**src/rtl/mem_arbiter_if.sv**
```systemverilog
// mem_arbiter_if: CPU, device and memory-side signals of the memory arbiter
// Ports: none; the signals are grouped into two modports.
//   slave  - arbiter view: takes cpu_*/dev_* requests and mem_rdata; drives strobes, read data, mem_* and busy
//   master - environment view: the same signals with directions reversed
interface mem_arbiter_if #(
    parameter int ADDR_W = 16,
    parameter int DATA_W = 16
);
    logic              cpu_req, cpu_we, cpu_r;
    logic [ADDR_W-1:0] cpu_addr;
    logic [DATA_W-1:0] cpu_wdata, cpu_rdata;
    logic              dev_req, dev_we, dev_ack;
    logic [ADDR_W-1:0] dev_addr;
    logic [DATA_W-1:0] dev_wdata, dev_rdata;
    logic              mem_en, mem_we;
    logic [ADDR_W-1:0] mem_addr;
    logic [DATA_W-1:0] mem_wdata, mem_rdata;
    logic              busy;
    modport slave (
        input  cpu_req, cpu_we, cpu_addr, cpu_wdata,
        output cpu_rdata, cpu_r,
        input  dev_req, dev_we, dev_addr, dev_wdata,
        output dev_rdata, dev_ack,
        output mem_en, mem_we, mem_addr, mem_wdata,
        input  mem_rdata,
        output busy
    );
    modport master (
        output cpu_req, cpu_we, cpu_addr, cpu_wdata,
        input  cpu_rdata, cpu_r,
        output dev_req, dev_we, dev_addr, dev_wdata,
        input  dev_rdata, dev_ack,
        input  mem_en, mem_we, mem_addr, mem_wdata,
        output mem_rdata,
        input  busy
    );
endinterface

```
**src/rtl/mem_arbiter.sv**
```systemverilog
// mem_arbiter: shares one single-port memory between the LC-3 CPU and one device master
// Ports:
//   clk   - system clock, all state on posedge
//   rst_n - asynchronous active-low reset
//   bus   - mem_arbiter_if.slave: cpu_req/we/addr/wdata in, cpu_rdata/cpu_r out;
//           dev_req/we/addr/wdata in, dev_rdata/dev_ack out;
//           mem_en/we/addr/wdata out, mem_rdata in; busy out
module mem_arbiter #(
    parameter int ADDR_W  = 16,
    parameter int DATA_W  = 16,
    parameter int MEM_LAT = 4,
    parameter int STARVE  = 4
) (
    input logic clk,
    input logic rst_n,
    mem_arbiter_if.slave bus
);
    localparam int CW = MEM_LAT > 1 ? $clog2(MEM_LAT) : 1;
    localparam int SW = $clog2(STARVE + 1);
    localparam logic [CW-1:0] CNT_INIT = CW'(MEM_LAT - 1);
    localparam logic [SW-1:0] STARVE_MAX = SW'(STARVE);
    typedef enum logic [2:0] {IDLE, CPU_ACC, DEV_ACC, CPU_DONE, DEV_DONE} state_t;
    state_t            state, state_nx;
    logic [CW-1:0]     cnt;
    logic [SW-1:0]     starve;
    logic              we_q, grant_cpu, grant_dev, last;
    logic [ADDR_W-1:0] addr_q;
    logic [DATA_W-1:0] wdata_q, cpu_rdata_q, dev_rdata_q;

    assign last = cnt == '0;

    // CPU wins ties unless the device has already been passed over STARVE times
    always_comb begin
        state_nx  = state;
        grant_cpu = 1'b0;
        grant_dev = 1'b0;
        case (state)
            IDLE: begin
                grant_dev = bus.dev_req && (!bus.cpu_req || starve == STARVE_MAX);
                grant_cpu = bus.cpu_req && !grant_dev;
                state_nx  = grant_cpu ? CPU_ACC : grant_dev ? DEV_ACC : IDLE;
            end
            CPU_ACC: state_nx = last ? CPU_DONE : CPU_ACC;
            DEV_ACC: state_nx = last ? DEV_DONE : DEV_ACC;
            default: state_nx = IDLE;
        endcase
    end

    always_ff @(posedge clk or negedge rst_n) begin
        if (!rst_n) begin
            state       <= IDLE;
            cnt         <= '0;
            starve      <= '0;
            we_q        <= 1'b0;
            addr_q      <= '0;
            wdata_q     <= '0;
            cpu_rdata_q <= '0;
            dev_rdata_q <= '0;
        end else begin
            state <= state_nx;
            if (grant_cpu || grant_dev) begin
                cnt     <= CNT_INIT;
                we_q    <= grant_cpu ? bus.cpu_we : bus.dev_we;
                addr_q  <= grant_cpu ? bus.cpu_addr : bus.dev_addr;
                wdata_q <= grant_cpu ? bus.cpu_wdata : bus.dev_wdata;
            end else if (!last) begin
                cnt <= cnt - 1'b1;
            end
            if (state == CPU_ACC && last && !we_q) cpu_rdata_q <= bus.mem_rdata;
            if (state == DEV_ACC && last && !we_q) dev_rdata_q <= bus.mem_rdata;
            if (grant_dev || (state == IDLE && !bus.dev_req)) starve <= '0;
            else if (grant_cpu && starve != STARVE_MAX) starve <= starve + 1'b1;
        end
    end

    assign bus.mem_en    = state == CPU_ACC || state == DEV_ACC;
    assign bus.mem_we    = bus.mem_en && we_q;
    assign bus.mem_addr  = addr_q;
    assign bus.mem_wdata = wdata_q;
    assign bus.cpu_r     = state == CPU_DONE;
    assign bus.dev_ack   = state == DEV_DONE;
    assign bus.cpu_rdata = cpu_rdata_q;
    assign bus.dev_rdata = dev_rdata_q;
    assign bus.busy      = state != IDLE;
endmodule
```
**src/flat_wrapper.sv**
```systemverilog
// flat-port wrapper written by rule: the top's interface ports become plain ports
module mem_arbiter_flat 
#(
    parameter int ADDR_W  = 16,
    parameter int DATA_W  = 16,
    parameter int MEM_LAT = 4,
    parameter int STARVE  = 4
)
  (clk, rst_n, bus_cpu_req, bus_cpu_we, bus_cpu_addr, bus_cpu_wdata, bus_cpu_rdata, bus_cpu_r, bus_dev_req, bus_dev_we, bus_dev_addr, bus_dev_wdata, bus_dev_rdata, bus_dev_ack, bus_mem_en, bus_mem_we, bus_mem_addr, bus_mem_wdata, bus_mem_rdata, bus_busy);
  mem_arbiter_if #(.ADDR_W(ADDR_W), .DATA_W(DATA_W)) bus_i ();
  input logic clk;
  input logic rst_n;
  input wire logic [$bits(bus_i.cpu_req)-1:0] bus_cpu_req;
  input wire logic [$bits(bus_i.cpu_we)-1:0] bus_cpu_we;
  input wire logic [$bits(bus_i.cpu_addr)-1:0] bus_cpu_addr;
  input wire logic [$bits(bus_i.cpu_wdata)-1:0] bus_cpu_wdata;
  output wire logic [$bits(bus_i.cpu_rdata)-1:0] bus_cpu_rdata;
  output wire logic [$bits(bus_i.cpu_r)-1:0] bus_cpu_r;
  input wire logic [$bits(bus_i.dev_req)-1:0] bus_dev_req;
  input wire logic [$bits(bus_i.dev_we)-1:0] bus_dev_we;
  input wire logic [$bits(bus_i.dev_addr)-1:0] bus_dev_addr;
  input wire logic [$bits(bus_i.dev_wdata)-1:0] bus_dev_wdata;
  output wire logic [$bits(bus_i.dev_rdata)-1:0] bus_dev_rdata;
  output wire logic [$bits(bus_i.dev_ack)-1:0] bus_dev_ack;
  output wire logic [$bits(bus_i.mem_en)-1:0] bus_mem_en;
  output wire logic [$bits(bus_i.mem_we)-1:0] bus_mem_we;
  output wire logic [$bits(bus_i.mem_addr)-1:0] bus_mem_addr;
  output wire logic [$bits(bus_i.mem_wdata)-1:0] bus_mem_wdata;
  input wire logic [$bits(bus_i.mem_rdata)-1:0] bus_mem_rdata;
  output wire logic [$bits(bus_i.busy)-1:0] bus_busy;
  assign bus_i.cpu_req = bus_cpu_req;
  assign bus_i.cpu_we = bus_cpu_we;
  assign bus_i.cpu_addr = bus_cpu_addr;
  assign bus_i.cpu_wdata = bus_cpu_wdata;
  assign bus_cpu_rdata = bus_i.cpu_rdata;
  assign bus_cpu_r = bus_i.cpu_r;
  assign bus_i.dev_req = bus_dev_req;
  assign bus_i.dev_we = bus_dev_we;
  assign bus_i.dev_addr = bus_dev_addr;
  assign bus_i.dev_wdata = bus_dev_wdata;
  assign bus_dev_rdata = bus_i.dev_rdata;
  assign bus_dev_ack = bus_i.dev_ack;
  assign bus_mem_en = bus_i.mem_en;
  assign bus_mem_we = bus_i.mem_we;
  assign bus_mem_addr = bus_i.mem_addr;
  assign bus_mem_wdata = bus_i.mem_wdata;
  assign bus_i.mem_rdata = bus_mem_rdata;
  assign bus_busy = bus_i.busy;
  mem_arbiter #(.ADDR_W(ADDR_W), .DATA_W(DATA_W), .MEM_LAT(MEM_LAT), .STARVE(STARVE)) u_core (.clk(clk), .rst_n(rst_n), .bus(bus_i));
endmodule
```
**config.mk**
```make
export PLATFORM = sky130hd
export DESIGN_NAME = mem_arbiter_flat
export DESIGN_NICKNAME = d
export VERILOG_FILES = /design/src/rtl/mem_arbiter_if.sv /design/src/rtl/mem_arbiter.sv /design/src/flat_wrapper.sv
export SDC_FILE = /design/constraint.sdc
export NUM_CORES = 1
export LEC_CHECK = 0
export BUFFER_PORTS_ARGS = -buffer_cell sky130_fd_sc_hd__buf_4
export CELL_PAD_IN_SITES_DETAIL_PLACEMENT = 1
export CELL_PAD_IN_SITES_GLOBAL_PLACEMENT = 1
export CORE_ASPECT_RATIO = 1.2
export CORE_MARGIN = 1
export CORE_UTILIZATION = 38
export DETAILED_ROUTE_END_ITERATION = 7
export GPL_TIMING_DRIVEN = 0
export PLACE_DENSITY = 0.87
export SYNTH_ARGS = -nofsm -noshare
export SYNTH_HDL_FRONTEND = slang
export SYNTH_SLANG_ARGS = --single-unit
```
**constraint.sdc**
```tcl
create_clock -name clk -period 2.9 [get_ports clk]
set_input_delay 0 -clock clk [delete_from_list [all_inputs] [get_ports clk]]
set_output_delay 0 -clock clk [all_outputs]
set_load 0.02 [all_outputs]
```
**Word-level counts from Yosys, hierarchy flattened**

Index checks and enable logic that the tools add are counted.
Widths: inputs -> output; s select.

- Bits in registers: 73
- Bits of input ports: 86
- Output and inout bits: 69

- $add $sub $neg: 2
- Equality and inequality tests: 7
- Mux-type cells: 14
- Reductions and logical operators: 21

Operator list:

| kind | count |
|---|---|
| $mux 16 | 2 |
| $mux 3 | 4 |
| $logic_and 1x1->1 | 9 |
| $pmux 3 s3 | 1 |
| $mux 2 | 4 |
| $eq 3x2->1 const B | 2 |
| $eq 3x3->1 const B | 2 |
| $logic_not 1->1 | 4 |
| $logic_or 1x1->1 | 4 |
| $add 3x1->3 const B | 1 |
| $eq 3x1->1 const B | 1 |
| $logic_not 3->1 | 1 |
| $mux 1 | 3 |
| $ne 3x3->1 const B | 1 |
| $reduce_bool 3->1 | 1 |
| $logic_not 2->1 | 1 |
| $ne 2x2->1 const B | 1 |
| $reduce_bool 2->1 | 1 |
| $sub 2x1->2 const B | 1 |

**Logic depth before layout (Yosys ltp)**

- Depth in word-level cells: 9
- Mapped depth: 7
- Mapped depth without buffers: 5

**Worst setup path before layout**

Ideal clock, no wire load.

- Kind: reg2reg
- From: reg u_core.cnt[0]
- To: reg u_core.cpu_rdata_q[10], in the netlist u_core.bus.cpu_rdata[10]
- Setup time: 125 ps
- Data arrival time: 1700 ps
- Path slack: 1075 ps
- Stages on the path, launching flop included: 8
- Buffers on the path: 2
- Period minus slack after synthesis: 1825 ps
- Cells stage by stage: dfrtp_1 inv_1 ha_1 nand2_1 or4_4 buf_6 buf_12 mux2_4

- Longest elaborated chain between the ends: 3

RTL lines:

| element | line | text |
|---|---|---|
| start, declared | mem_arbiter.sv:24 | `logic [CW-1:0] cnt;` |
| start signal, assigned | mem_arbiter.sv:67 | `cnt <= cnt - 1'b1;` |
| $logic_not 2->1 | mem_arbiter.sv:30 | `assign last = cnt == '0;` |
| $logic_and 1x1->1 (2 in a row) | mem_arbiter.sv:69 | `if (state == CPU_ACC && last && !we_q) cpu_rdata_q <= bus.mem_rdata;` |
| end signal, assigned | mem_arbiter.sv:69 |  |
| end, declared | mem_arbiter.sv:28 | `logic [DATA_W-1:0] wdata_q, cpu_rdata_q, dev_rdata_q;` |

Every way passes these cells.
A chain may end at the register's enable or synchronous reset.

**Final worst setup path**

- From: reg u_core.starve[0]
- To: reg u_core.wdata_q[10], in the netlist u_core.bus.mem_wdata[10]

- Longest elaborated chain between the ends: 7
- Elaborated cells on any way between the ends: 9
- Classes of those cells: 1 x eq/ne; 3 x mux; 5 x reduce/logical

RTL lines:

| element | line | text |
|---|---|---|
| start, declared | mem_arbiter.sv:25 | `logic [SW-1:0] starve;` |
| start signal, assigned | mem_arbiter.sv:72 | `else if (grant_cpu && starve != STARVE_MAX) starve <= starve + 1'b1;` |
| $eq 3x3->1 (*) | mem_arbiter.sv:39 | `grant_dev = bus.dev_req && (!bus.cpu_req \|\| starve == STARVE_MAX);` |
| $logic_or 1x1->1 (*) | mem_arbiter.sv:39 |  |
| $logic_and 1x1->1 (*) | mem_arbiter.sv:39 |  |
| $logic_not 1->1 | mem_arbiter.sv:40 | `grant_cpu = bus.cpu_req && !grant_dev;` |
| $logic_and 1x1->1 | mem_arbiter.sv:40 |  |
| $mux 1 | mem_arbiter.sv:37 | `case (state)` |
| $mux 16 or $logic_or 1x1->1 (tied branches) | mem_arbiter.sv:65, mem_arbiter.sv:61 |  |
| end signal, assigned | mem_arbiter.sv:65 | `wdata_q <= grant_cpu ? bus.cpu_wdata : bus.dev_wdata;` |
| end, declared | mem_arbiter.sv:28 |  |

Mark *: on every way between the ends. The rest lies on a longest branch, timed or not.

==> reports/metrics.yaml <==
floorplanning:
  pin_count: 155
  die_y_um: 106
  num_rows: 37
  die_area_um2: 9390
  coreArea_um2: 8660
  die_x_um: 88.6
  initial_core_util_pct: 39.5
clock_network:
  path_clk_slew_ns: 0.08
  cts-resized-gates: 0
  cts_sinks: 73
  cts_max_level: 3
  cts_made_buffers: 9
  clockBufferDepth: 2
  cts_tree: "yes"
  cts-root-buf: "clkbuf_8"
  clk_latency_ns: 0.35
sta:
  setup_viol: 0
  worst_slew_pin_slew_ns: 0.913
  final.setup_skew_ns: 0.00536
  fmax_mhz: 471
  tns_ns: 0
  period_share_pct: 73.3
  slew_headroom_pct: 39.2
  rsz0062_at_grt: "no"
  min_period_ns: 2.12
  hold_viol: 0
  maxSlewViolCount: 0
cells_and_area:
  multiInputGateArea_um2: 1420
  final_common_cell: "buf_4"
  antennaDiodeCount: 0
  final_cell_mix: "buf_4, dfrtp_1, dlygate4sd3_1, nand2b_1"
  syn_to_final_growth_pct: 56.9
  final_cells: 603
  drive_gt1_share_pct: 41.6
  fillers: 929
  fin_nets: 570
  regArea_um2: 1830
outcome:
  status: "finished clean"
placement:
  placed_cells: 547
  gp_congestion: 0.774
  hpwl_um: 7890
  port_buffers: 154
pwr:
  p_leak_uw: 0.00249
  irDropWorstVdd_uv: 488
  p_total_uw: 5480
  power_density_nw_per_um2: 1020
setup_path:
  cp-startpoint: "u_core.starve[0]"
  crit_fanout: 10
  cp-start-kind: "flop"
  cpMostUsedCell: "clkbuf_1"
  end_kind: "flop"
  crit_buf_inv: 3
  path_depth: 7
  cpPeakStageDelay_ns: 0.48
  critPathArrivalTime_ns: 2.38
  slowest_stage: "clkbuf_1"
  r2r-end: "u_core.bus.mem_wdata[10]"
  worstPathCellList: "inv_1, ha_1, and3_1, clkbuf_1, clkbuf_1, o32ai_1, a2bb2oi_1"
  endpoint: "u_core.bus.mem_wdata[10]"
  path_class: "reg -> reg"
  reg2reg_slack_ns: 0.78
  required_ns: 3.16
  crit_family: "buffers and inverters"
  worstRegToRegCells: 7
  rr_startpoint: "u_core.starve[0]"
synth:
  ys_seq_area_share_pct: 53.4
  synthesis.nets: 365
  syn_area_per_cell_um2: 12.4
  ys_ff_latch: 73
  netlist_instances: 276
  yosysWarnings: 0
  syn_area_um2: 3420
  ys_types: 35
drt:
  via_count: 3174
  vias_per_cell: 5.26
  drcViolationCount: 0
  ant_nets: 0
  drt-total-wl_um: 11500
  drt-pass1-iter-count: 4
  drtIter0Drc: 118
  post_drt_wl_per_cell_um: 19.1
global_routing:
  gr-total-overflow: 0
  grt_pass1_vias: 3557
  grt_pass1_wl_um: 18300
  antenna_found_initial: 0
  grt_max_degree: 74
  track_usage_pct: 26.2
min_path:
  hold_path_class: "in -> reg"
run:
  maxCapViolations: 0
## cell families (layout without fill, tap and decap cells)
kind of cell	Yosys count	count (layout)	share of synthesized area, %
AOI/OAI and AO/OA	77	77	18.8
xor gates and xnor gates	2	2	0.512
adders and majority gates	3	3	1.10
buffers and inverters	35	245	5.01
DFF	73	73	53.4
muxes	32	32	11.6
and+or+nand+nor	54	54	9.54
## state kept, by name (all words and copies together) (netlist names)
signal,cells
u_core.bus.cpu_rdata,16
u_core.bus.mem_wdata,16
u_core.bus.mem_addr,16
u_core.state,3
u_core.we_q,1
u_core.bus.dev_rdata,16
u_core.cnt,2
u_core.starve,3
## area by class of cell
class	instances	area share [%]
inverter	9	0.629
tap	117	2.73
clock inverter	6	1.96
clock buffer	10	2.56
buffer	26	2.56
timing repair buffer	194	29.0
sequential	73	34.0
multi-input combinational	168	26.5
## power by group
group	internal, uW	switching (uW)	leakage (uW)	total [uW]
clock network	590	388	0.000126	978
registers	1500	314	0.000850	1810
logic	1300	1400	0.00152	2700
total	3380	2100	0.00249	5480
## routing by layer
| metal | GRT usage [%] | vias up | wire [um] |
|---|---|---|---|
| li1 | - | 1443 | - |
| met1 | 29.6 | 1587 | 4430 |
| met2 | 46.9 | 120 | 6180 |
| met3 | 6.13 | 24 | 631 |
| met4 | 10.0 | 0 | 284 |
| met5 | 0 | - | 0 |
## stage by stage
step / hold WS, ns / worst slack (ns) / utilization, % / instance area [um^2]
final: 0.00332 / 0.776 / 62.0 / 5370
after floorplan: -0.296 / 1.07 / - / 3420
after global routing: 0.00589 / 0.635 / 62.0 / 5370
after detailed placement: 0.197 / 0.846 / 54.6 / 4720
after global placement: 0.191 / 0.928 / 54.6 / 4720
after CTS: 0.000866 / 0.835 / 62.0 / 5370
## worst reg2reg max path, cell delays in order, from the launching register on
cell,delay (ns)
dfrtp_1,0.42
inv_1,0.07
ha_1,0.18
and3_1,0.15
clkbuf_1,0.29
clkbuf_1,0.48
o32ai_1,0.18
a2bb2oi_1,0.25
## synth_stat cells
cell | count | area [um^2]
dfrtp_1 | 73 | 1830
nand2b_1 | 34 | 213
a2bb2oi_1 | 33 | 289
o32ai_1 | 33 | 289
clkbuf_1 | 15 | 56.3
mux2_2 | 12 | 135
mux2_1 | 10 | 113
mux2_4 | 10 | 150
inv_1 | 8 | 30.0
nand2_1 | 5 | 18.8
o21ai_0 | 5 | 25.0
buf_2 | 4 | 20.0
nor2_1 | 4 | 15.0
buf_1 | 3 | 11.3
ha_1 | 3 | 37.5
a21oi_1 | 2 | 10.0
and2_1 | 2 | 12.5
buf_6 | 2 | 22.5
nor3b_1 | 2 | 15.0
a21boi_2 | 1 | 11.3
a31oi_1 | 1 | 6.26
and3_1 | 1 | 6.26
and4bb_1 | 1 | 12.5
buf_12 | 1 | 20.0
buf_4 | 1 | 7.51
clkinv_1 | 1 | 3.75
nand3_1 | 1 | 5.00
nand4_1 | 1 | 6.26
nor2b_1 | 1 | 6.26
nor3_1 | 1 | 5.00
o211ai_1 | 1 | 7.51
o22ai_1 | 1 | 6.26
or4_4 | 1 | 11.3
xnor2_1 | 1 | 8.76
xor2_1 | 1 | 8.76
## how the worst min path moves through the flow
stage,depth (start not counted),endpoint,slack (ns),from
6_report,3,u_core.bus.mem_addr[13],0.003,bus_cpu_addr[13]
5_1_grt,3,u_core.bus.mem_addr[11],0.006,bus_cpu_addr[11]
4_1_cts,3,u_core.bus.mem_wdata[2],0.0009,bus_cpu_wdata[2]
3_5_place_dp,1,u_core.bus.cpu_rdata[3],0.20,rst_n
3_3_place_gp,1,u_core.bus.dev_rdata[2],0.19,rst_n
2_1_floorplan,0,u_core.bus.cpu_rdata[0],-0.30,rst_n
## what timing repair did
action / CTS / global route
hold buffers: 40 / 0
setup buffers: 0 / 0
hold endpoints to repair: 128 / 0
Note: power is estimated with default switching activity, not from simulation.
